## config.mk

```make
export PLATFORM = sky130hd
export DESIGN_NAME = ysyx_23060208_ifu_fetch
export DESIGN_NICKNAME = d
export VERILOG_FILES = /design/src/rtl/ysyx_23060208_ifu_fetch.sv
export SDC_FILE = /design/constraint.sdc
export NUM_CORES = 1
export LEC_CHECK = 0
export ABC_CLOCK_PERIOD_IN_PS = 2400
export BUFFER_PORTS_ARGS = -buffer_cell sky130_fd_sc_hd__buf_2
export CAP_MARGIN = 15
export CORE_MARGIN = 5
export CORE_UTILIZATION = 49
export DETAILED_ROUTE_END_ITERATION = 10
export GPL_TIMING_DRIVEN = 0
export PLACE_DENSITY = 0.8
export SLEW_MARGIN = 20
export SYNTH_ARGS = -nofsm -noshare
export SYNTH_HDL_FRONTEND = slang
export SYNTH_SLANG_ARGS = --single-unit
```

## constraint.sdc

```tcl
create_clock -name clk -period 2.4 [get_ports clk]
set_input_delay 0.24 -clock clk [delete_from_list [all_inputs] [get_ports clk]]
set_output_delay 0.24 -clock clk [all_outputs]
set_load 0.005 [all_outputs]
```

## src/rtl/ysyx_23060208_ifu_fetch.sv

```systemverilog
// ysyx_23060208_ifu_fetch: instruction fetch unit, one outstanding imem request, squashes wrong-path fetches on EXU redirect.
module ysyx_23060208_ifu_fetch #(
  parameter int DATA_WIDTH = 32,
  parameter logic [DATA_WIDTH-1:0] RESET_PC = 32'h8000_0000
) (
  input  logic                    clk,
  input  logic                    rst,
  output logic [2*DATA_WIDTH-1:0] ifu_to_idu_bus,
  output logic                    ifu_to_idu_valid,
  input  logic                    idu_allowin,
  input  logic                    redirect_valid,
  input  logic [DATA_WIDTH-1:0]   redirect_pc,
  output logic                    imem_req_valid,
  output logic [DATA_WIDTH-1:0]   imem_req_addr,
  input  logic                    imem_req_ready,
  input  logic                    imem_resp_valid,
  input  logic [DATA_WIDTH-1:0]   imem_resp_data
);
  typedef enum logic [1:0] {S_REQ, S_WAIT, S_HOLD} state_t;
  state_t r_state, w_state_n;
  logic [DATA_WIDTH-1:0]   r_pc, w_pc_n, w_redir_pc;
  logic [2*DATA_WIDTH-1:0] r_bus;
  logic                    r_drop, w_drop_n, r_hold_valid, w_hold_n, w_cap, w_fire;
  assign w_redir_pc       = redirect_pc & ~DATA_WIDTH'(3);
  assign imem_req_valid   = r_state == S_REQ;
  assign imem_req_addr    = r_pc;
  assign ifu_to_idu_bus   = r_bus;
  // a redirect means the held instruction is younger than the redirecting one
  assign ifu_to_idu_valid = (r_state == S_HOLD) && r_hold_valid && !redirect_valid;
  assign w_fire           = ifu_to_idu_valid && idu_allowin;
  always_comb begin
    w_state_n = r_state;
    w_pc_n    = r_pc;
    w_drop_n  = r_drop;
    w_hold_n  = r_hold_valid;
    w_cap     = 1'b0;
    case (r_state)
      S_REQ: begin
        w_pc_n = redirect_valid ? w_redir_pc : r_pc;
        if (imem_req_ready) begin
          w_state_n = S_WAIT;
          w_drop_n  = redirect_valid;
        end
      end
      S_WAIT: begin
        if (redirect_valid) begin
          w_pc_n   = w_redir_pc;
          w_drop_n = 1'b1;
        end
        if (imem_resp_valid) begin
          w_state_n = (r_drop || redirect_valid) ? S_REQ : S_HOLD;
          w_drop_n  = 1'b0;
          w_cap     = !(r_drop || redirect_valid);
          w_hold_n  = !(r_drop || redirect_valid);
        end
      end
      S_HOLD: begin
        if (redirect_valid || w_fire) begin
          w_state_n = S_REQ;
          w_hold_n  = 1'b0;
          w_pc_n    = redirect_valid ? w_redir_pc : r_pc + DATA_WIDTH'(4);
        end
      end
      default: w_state_n = S_REQ;
    endcase
  end
  always_ff @(posedge clk) begin
    if (rst) begin
      r_state      <= S_REQ;
      r_pc         <= RESET_PC;
      r_drop       <= 1'b0;
      r_hold_valid <= 1'b0;
      r_bus        <= '0;
    end else begin
      r_state      <= w_state_n;
      r_pc         <= w_pc_n;
      r_drop       <= w_drop_n;
      r_hold_valid <= w_hold_n;
      if (w_cap) r_bus <= {r_pc, imem_resp_data};
    end
  end
endmodule

```

==> flow_summary.ini, run 1 <==
[run_status]
status = finished, final reports clean

[floorplan]
coreArea_sq_um = 8720
die_h_um = 105
rows = 34
dieArea_sq_um = 11000
initial_core_util_pct = 50.5
die_w_um = 105
pin_count = 168

[placed_design]
dpl.hpwl_um = 10800
place_congestion = 0.923
dp_slack_ns = 0.230
io_buffers = 159

[clock_network]
cts.path.max_buffers = 2
ctsHoldBuffers = 0
htreeDepth = 3
clock_sinks = 96
root_buffer = clkbuf_8
clkTransAtPathRegs_ns = 0.10
cts_tree = yes
cts-buffers-inserted = 9
insertion_delay_ns = 0.36

[grt]
grt_pass1_wl_um = 23200
grt_max_degree = 17
antenna_found_initial = 0
grt.overflow.total = 0
grt_pass1_vias = 4696
track_usage_pct = 25.6

[setup_path]
cp_data_required_time_ns = 2.16
cp_max_fo = 10
cp.arrival_ns = 1.98
cp_top_family = buffers and inverters
r2r-start = imem_req_addr[2]
crit_slowest_cell = nor3b_4
start_kind = flip-flop
crit_buf_inv = 3
critPathKind = flip-flop to output port
cp_slowest_stage_delay_ns = 0.45
end_kind = output port
crit_chain = buf_2, nor3b_4, clkbuf_2, and2_1, buf_2
crit_top_cell = buf_2
startpoint = r_state[1]

[finish]
syn_to_final_growth_pct = 25.9
final_cell_mix = buf_2, nand2_1, dfxtp_1
final_util_pct = 63.6
nFillCells = 830
num_antenna_cells = 0
nets = 820
drive_gt1_share_pct = 27.2
layout_commonest_cell = buf_2

[synth]
netlist_top_cells_area = dfxtp_1, nand2_1, a21oi_1
post_synth.cell_area_avg_sq_um = 7.65
synthesis.instances = 576
async_flop_share_pct = 0
synth-main-ff-cell = dfxtp_1
synth_top_cell_by_area = dfxtp_1
synth-seq-area-share_pct = 43.6
syn_area_sq_um = 4400
synth-edff-count = 0
yosysTopAreaCellShare_pct = 43.6
post_synth_num_cell_types = 52
synth_warnings = 0
synth-seq-cells = 96

[sta]
skew_ns = 0.0129
finalHoldViolCount = 0
rsz0062_at_grt = false
fin_setup_tns_ns = 0
timing.final.crit_period_ns = 2.22
worst-slew-pin-transition_ns = 0.673
fin_ws_ns = 0.180
max_slew_margin_pct = 55.1
max_freq_mhz = 451
finalMaxSlewViolations = 0
finalSetupViolations = 0
period_share_pct = 92.5

[hold_path]
min_path_type = primary input to flip-flop
hp-start = imem_resp_data[0]

[routing]
viasPerCell = 5.63
wl_per_cell_um = 16.9
drc = 0
drt_iter0_markers = 396
dr.pass1.iters = 5
via_count = 4854
ant_nets = 0
wl_um = 14600

[power_and_ir_drop]
vdd_drop_max_mv = 0.300
p_total_mw = 3.13
seq_power_share_pct = 54.7
p_per_area_nw_per_um2 = 565
pwr-share-comb_pct = 11.1
swShare_pct = 27.0
cellLeakagePower_nw = 2.33
p_int_mw = 2.28
clkPwrFrac_pct = 34.2
power.switching_mw = 0.847

[job]
max_cap_viol_count = 0
## what timing repair did
| action | CTS | global route |
|---|---|---|
| setup buffers | 0 | 0 |
| setup endpoints to repair | 0 | 1 |
| hold endpoints to repair | 0 | 0 |
| gates resized for setup | 0 | 2 |
## cells in the mapped netlist, drive strengths merged (5+ instances only)
| library cell | count |
|---|---|
| mux2i | 5 |
| nand3 | 17 |
| nand2 | 164 |
| or3 | 7 |
| and2 | 6 |
| and3 | 8 |
| clkbuf | 33 |
| and4 | 5 |
| o21ai | 15 |
| a31oi | 13 |
| nor2 | 22 |
| dfxtp | 96 |
| buf | 17 |
| nor3 | 13 |
| nor4 | 8 |
| a21oi | 86 |
| nand4 | 8 |
## metrics by stage
| step | hold slack, ns | cell area (sq um) | cells |
|---|---|---|---|
| 2_1_floorplan | 0.376 | 4420 | 579 |
| 3_3_place_gp | 0.438 | 5350 | 846 |
| 3_5_place_dp | 0.444 | 5350 | 846 |
| 4_1_cts | 0.0953 | 5540 | 862 |
| 5_1_grt | 0.0923 | 5540 | 862 |
| 6_report | 0.104 | 5540 | 862 |
## layout make-up
type                       count  area [sq um]  area share (%)
clock buffer                  10           128            2.30
multi-input combinational    432          2250            40.5
inverter                       1          3.75          0.0677
sequential                    96          1920            34.7
buffer                        50           245            4.42
tap                          108           135            2.44
clock inverter                 6          67.6            1.22
timing repair buffer         159           796            14.4
## kinds of logic after synthesis
kind of cell             Yosys count  synth area share (%)
adder cells (fa/ha/maj)            1                 0.284
flip-flops                        96                  43.6
multiplexers                       9                  2.16
AO/OA/AOI/OAI                    149                  19.7
buffers and inverters             51                  5.62
AND/OR/NAND/NOR                  269                  28.6
other                              1                0.0851
## state kept, by name, indices dropped and copies added (netlist names)
register        cells
r_state             2
r_drop              1
r_hold_valid        1
imem_req_addr      30
ifu_to_idu_bus     62
## power by group through the flow
stage / Sequential, mW / Clock (mW) / Combinational [mW]
4_1_cts: 1.71 / 1.09 / 0.344
3_5_place_dp: 1.75 / 0 / 0.343
6_report: 1.71 / 1.07 / 0.347
3_3_place_gp: 1.74 / 0 / 0.336
2_1_floorplan: 1.74 / 0 / 0.176
5_1_grt: 1.72 / 1.17 / 0.382
## per-layer routing
metal  vias to the layer above  wire, um  track usage (%)
met1                      2248      5990             32.8
li1                       2346         -                -
met3                        23      1220             6.78
met4                         0       242             6.67
met5                         -         0                0
met2                       237      7140             42.7
## final timing paths
path                                      endpoint  slack [ns]  cells past startpoint
worst min register to register  ifu_to_idu_bus[26]        0.45                      2
worst max register to register   imem_req_addr[24]        0.20                      6
worst max-delay path              ifu_to_idu_valid        0.18                      5
worst min-delay path             ifu_to_idu_bus[0]        0.10                      3
## tightest hold or removal path, stage by stage
cell     delay, ns
buf_2         0.09
nand2_1       0.05
a21oi_1       0.05
Power figures use the tool's default switching activity.
==> run 2, diff against run 1 <==
Settings changed: ABC_AREA from default to 1, CORE_UTILIZATION 49 to 50.
==> run 2 against run 1 <==
Effect of this change: sequential share of layout area decreased by 1.6 points; worst setup slack improved by 0.25 ns; clock-buffer cell count unchanged; non-clock buffer count decreased by 10; first-iteration DRC count increased by 2.5%.
==> flow_summary.ini, run 2 <==
[synth]
async_flop_share_pct = 0
yosysTopAreaCellShare_pct = 41.2
synth-seq-cells = 96
synth-main-ff-cell = dfxtp_1
yosysMostFrequentCell = nand2_1
yosys.area_share.simple_pct = 32.2
synthesis.instances = 692
netlist_top_cells_count = nand2_1, nor2_1, dfxtp_1
synth_top_cell_by_area = dfxtp_1
synthXorXnorAreaFrac_pct = 0.563
synth_top_family_by_area = simple AND/OR/NAND/NOR gates
synthMuxAreaShare_pct = 0
post_synth.cell_area_avg_sq_um = 6.74
post_synth_num_cell_types = 35
synth_compound_area_share_pct = 17.8
synth-edff-count = 0
synth-seq-area-share_pct = 41.2
synthAdderAreaFrac_pct = 0.268
synth_warnings = 0
syn_area_sq_um = 4670
netlist_top_cells_area = dfxtp_1, nand2_1, nor2_1

[job]
max_cap_viol_count = 0

[clock_network]
cts-buffers-inserted = 9
insertion_delay_ns = 0.36
cts_tree = yes
clkTransAtPathRegs_ns = 0.10
cts.path.max_buffers = 2
ctsHoldBuffers = 0
root_buffer = clkbuf_8
post_cts_buffers = 0
clock_sinks = 96
cts-resized-gates = 0
htreeDepth = 3

[floorplan]
pin_count = 168
dieArea_sq_um = 11400
die_w_um = 107
coreArea_sq_um = 9150
rows = 35
die_h_um = 107
initial_core_util_pct = 51.0

[finish]
layout_commonest_cell = buf_2
largest_reg_flops = 62
syn_to_final_growth_pct = 24.4
seq_area_sq_um = 1920
fin_cells = 983
nFillCells = 875
final_util_pct = 63.4
multi_input_comb_area_sq_um = 2380
drive_gt1_share_pct = 25.6
nets = 938
num_antenna_cells = 0
final_cell_mix = buf_2, nand2_1, nor2_1

[sta]
max_freq_mhz = 509
finalMaxSlewViolations = 0
fin_setup_tns_ns = 0
worst-slew-pin-transition_ns = 0.604
max_slew_margin_pct = 59.7
rsz0062_at_grt = false
period_share_pct = 81.9
finalSetupViolations = 0
timing.final.crit_period_ns = 1.97
skew_ns = 0.0122
fin_ws_ns = 0.435
finalHoldViolCount = 0

[routing]
drt_iter0_markers = 406
drc = 0
viasPerCell = 5.25
wl_per_cell_um = 15.5
wl_um = 15200
dr.pass1.iters = 5
ant_nets = 0
via_count = 5156

[grt]
antenna_found_initial = 0
grt_max_degree = 18
grt_pass1_vias = 4825
grt_pass1_wl_um = 24100
track_usage_pct = 26.4
grt.overflow.total = 0

[setup_path]
cp_max_fo = 5
crit_chain = ha_1, inv_1, nor2_1, nand2_1, inv_1, nand4_1, nand3_1, nand2_1, a21oi_1
cp.arrival_ns = 2.26
end_kind = flip-flop
crit_slowest_cell = dfxtp_1
cp_data_required_time_ns = 2.70
critPathKind = flip-flop to flip-flop
cp_slowest_stage_delay_ns = 0.44
start_kind = flip-flop

[hold_path]
min_path_type = primary input to flip-flop

[placed_design]
dp_slack_ns = 0.504
io_buffers = 161
dpl.cell_count = 967
place_congestion = 0.883
dpl.hpwl_um = 12100

[run_status]
status = finished, final reports clean

[power_and_ir_drop]
vdd_drop_max_mv = 0.252
p_per_area_nw_per_um2 = 559
cellLeakagePower_nw = 2.60
run 2: changes by cell type after synthesis, sizes merged, moves of 7 or more:
cell / change
or3: -7
nor3: -9
clkbuf: -18
o21ai: +65
nor2: +132
inv: +40
nand3: +15
and3: -8
a31oi: -11
a21oi: -37
nor4: -7
o21a: +17
run 2: area by class of cell:
class | count | area share (%)
tap | 111 | 2.39
sequential | 96 | 33.1
clock buffer | 10 | 2.20
timing repair buffer | 161 | 13.9
buffer | 38 | 3.69
inverter | 41 | 2.70
multi-input combinational | 520 | 41.1
clock inverter | 6 | 0.927
run 2: report_power, final:
group	leakage (nW)	internal, mW	switching, mW	total [mW]
Sequential	0.783	1.67	0.0872	1.76
Clock	0.0825	0.394	0.626	1.02
Combinational	1.74	0.207	0.260	0.467
Total	2.60	2.27	0.973	3.25
run 2: logic make-up (layout without fill, tap and decap cells):
group	after synthesis	in the layout
and+or+nand+nor	360	360
xor gates and xnor gates	3	3
AOI/OAI and AO/OA	152	152
DFF	96	96
adders and majority gates	1	1
other	1	4
buffers and inverters	79	256
run 2: through the flow:
step / total power [mW] / instance area [sq um] / hold slack, ns
after global placement: 2.24 / 5620 / 0.458
after global routing: 3.40 / 5800 / 0.122
after floorplan: 2.03 / 4680 / 0.388
final: 3.25 / 5800 / 0.120
after CTS: 3.26 / 5800 / 0.118
after detailed placement: 2.26 / 5620 / 0.467
run 2: per-layer routing:
layer	global-route usage [%]	wire, um	vias up
met2	44.9	7210	223
met1	34.9	6650	2336
met3	4.64	1130	22
met5	0	0	-
met4	6.48	217	0
li1	-	-	2575
run 2: critical path: cells and delay by family, from the launching register on:
| kind | cells | cell delay (ns) |
|---|---|---|
| compound gates | 1 | 0.13 |
| fa+ha+maj | 1 | 0.26 |
| buf+inv | 2 | 0.24 |
| simple gates | 5 | 0.83 |
| flops | 1 | 0.44 |
run 2: path summary, 6_finish.rpt:
kind / start / endpoint / slack (ns) / cells past startpoint
max: imem_req_addr[3] / imem_req_addr[18] / 0.43 / 9
min: imem_resp_data[14] / ifu_to_idu_bus[14] / 0.12 / 3
max reg2reg: imem_req_addr[3] / imem_req_addr[18] / 0.43 / 9
min reg2reg: ifu_to_idu_bus[30] / ifu_to_idu_bus[30] / 0.49 / 2
==> run 3, diff against run 2 <==
Settings changed: ABC_CLOCK_PERIOD_IN_PS 2400 to 2000.
Clock period 2.4 ns to 2 ns, I/O delays scaled along.
==> run 3 against run 2 <==
Effect of this change: combinational power is 20% higher; critical path depth is the same; sequential power is 20% higher; power grew 20%; first-iteration DRC count down 5.2%; worst setup slack worse by 0.30 ns; critical path type unchanged; largest power group unchanged; highest routed layer unchanged.
==> flow_summary.ini, run 3 (same netlist as run 2, synthesis figures left out) <==
[power_and_ir_drop]
vdd_drop_max_mv = 0.303
p_int_mw = 2.73
pwr-share-comb_pct = 14.4
cellLeakagePower_nw = 2.60
swShare_pct = 30.0
clkPwrFrac_pct = 31.4
p_per_area_nw_per_um2 = 671
p_total_mw = 3.90
seq_power_share_pct = 54.2
power.switching_mw = 1.17

[finish]
final_cell_mix = buf_2, nand2_1, nor2_1
largest_reg_flops = 62
nets = 938
drive_gt1_share_pct = 25.7
num_antenna_cells = 0
nFillCells = 875
layout_commonest_cell = buf_2
syn_to_final_growth_pct = 24.4

[grt]
grt.overflow.total = 0
grt_pass1_vias = 4825
antenna_found_initial = 0
track_usage_pct = 26.4
grt_pass1_wl_um = 24100
grt_max_degree = 18

[setup_path]
start_kind = flip-flop
crit_slowest_cell = dfxtp_1
critPathKind = flip-flop to flip-flop
cp_max_fo = 5
end_kind = flip-flop
reg2reg_slack_ns = 0.13
cp.arrival_ns = 2.16
cp_data_required_time_ns = 2.29
crit_chain = ha_1, inv_1, nor2_2, nand2_1, inv_1, nand4_1, nand3_1, nand2_1, a21oi_1
cp_slowest_stage_delay_ns = 0.45

[sta]
finalHoldViolCount = 0
finalMaxSlewViolations = 0
worst-slew-pin-transition_ns = 0.603
finalSetupViolations = 0
skew_ns = 0.0156
max_slew_margin_pct = 59.8
max_freq_mhz = 535
rsz0062_at_grt = false
timing.final.crit_period_ns = 1.87
fin_setup_tns_ns = 0
period_share_pct = 93.5

[routing]
ant_nets = 0
drc = 0
via_count = 5187
viasPerCell = 5.28
dr.pass1.iters = 6
wl_um = 15300
drt_iter0_markers = 385
wl_per_cell_um = 15.6

[clock_network]
clock_sinks = 96
ctsHoldBuffers = 0
cts_tree = yes
htreeDepth = 3
root_buffer = clkbuf_8
cts-buffers-inserted = 9
clkTransAtPathRegs_ns = 0.10
cts.path.max_buffers = 2
insertion_delay_ns = 0.36

[floorplan]
dieArea_sq_um = 11400
initial_core_util_pct = 51.0
die_h_um = 107
pin_count = 168
rows = 35
die_w_um = 107
coreArea_sq_um = 9150

[hold_path]
min_path_type = primary input to flip-flop

[placed_design]
io_buffers = 161
place_congestion = 0.883
dpl.hpwl_um = 12100

[run_status]
status = finished, final reports clean

[job]
max_cap_viol_count = 0
run 3: cell count changes in the layout (fill, tap and decap cells not counted):
cell / delta
nor2_1: -1
nor2_2: +1
run 3: worst paths after layout:
kind                      start            endpoint  cells after the start
max            imem_req_addr[3]   imem_req_addr[18]                      9
min          imem_resp_data[14]  ifu_to_idu_bus[14]                      3
max reg2reg    imem_req_addr[3]   imem_req_addr[18]                      9
min reg2reg  ifu_to_idu_bus[46]  ifu_to_idu_bus[46]                      2
run 3: timing repair:
item	in CTS	in global routing
endpoints found under the setup margin	0	4
gates resized for setup	0	1
buffers inserted	0	0
run 3: layout make-up:
cell class | instances | area, sq um | share of cell area (%)
multi-input combinational | 520 | 2390 | 41.1
sequential | 96 | 1920 | 33.1
timing repair buffer | 161 | 806 | 13.9
buffer | 38 | 214 | 3.69
inverter | 41 | 156 | 2.69
tap | 111 | 139 | 2.39
clock buffer | 10 | 128 | 2.20
clock inverter | 6 | 53.8 | 0.927
run 3: through the flow:
stage / setup slack [ns] / util (%) / instance area [sq um] / hold slack (ns) / instances
global route: 0.00798 / 63.4 / 5810 / 0.0816 / 983
detailed placement: 0.104 / 61.4 / 5620 / 0.460 / 967
global placement: 0.0885 / 61.4 / 5620 / 0.441 / 967
finish: 0.130 / 63.4 / 5810 / 0.0815 / 983
floorplan: 0.539 / - / 4680 / 0.348 / 695
CTS: 0.0903 / 63.4 / 5800 / 0.0781 / 983
run 3: power groups by stage:
stage / Combinational (mW) / Clock (mW) / Sequential [mW]
finish: 0.561 / 1.22 / 2.11
global route: 0.627 / 1.33 / 2.12
CTS: 0.560 / 1.24 / 2.11
detailed placement: 0.556 / 0 / 2.15
global placement: 0.542 / 0 / 2.15
floorplan: 0.307 / 0 / 2.13
run 3: worst max-delay path, delay by kind of cell, from the launching register on:
| family | cells | cell delay [ns] |
|---|---|---|
| flops | 1 | 0.45 |
| simple gates | 5 | 0.72 |
| compound gates | 1 | 0.13 |
| fa+ha+maj | 1 | 0.26 |
| buf+inv | 2 | 0.25 |
run 3: metal layers:
layer	part of all wire, %	global-route usage [%]
met1	43	34.9
met2	47	44.9
met3	8.1	4.64
met4	1.7	6.48
met5	0	0
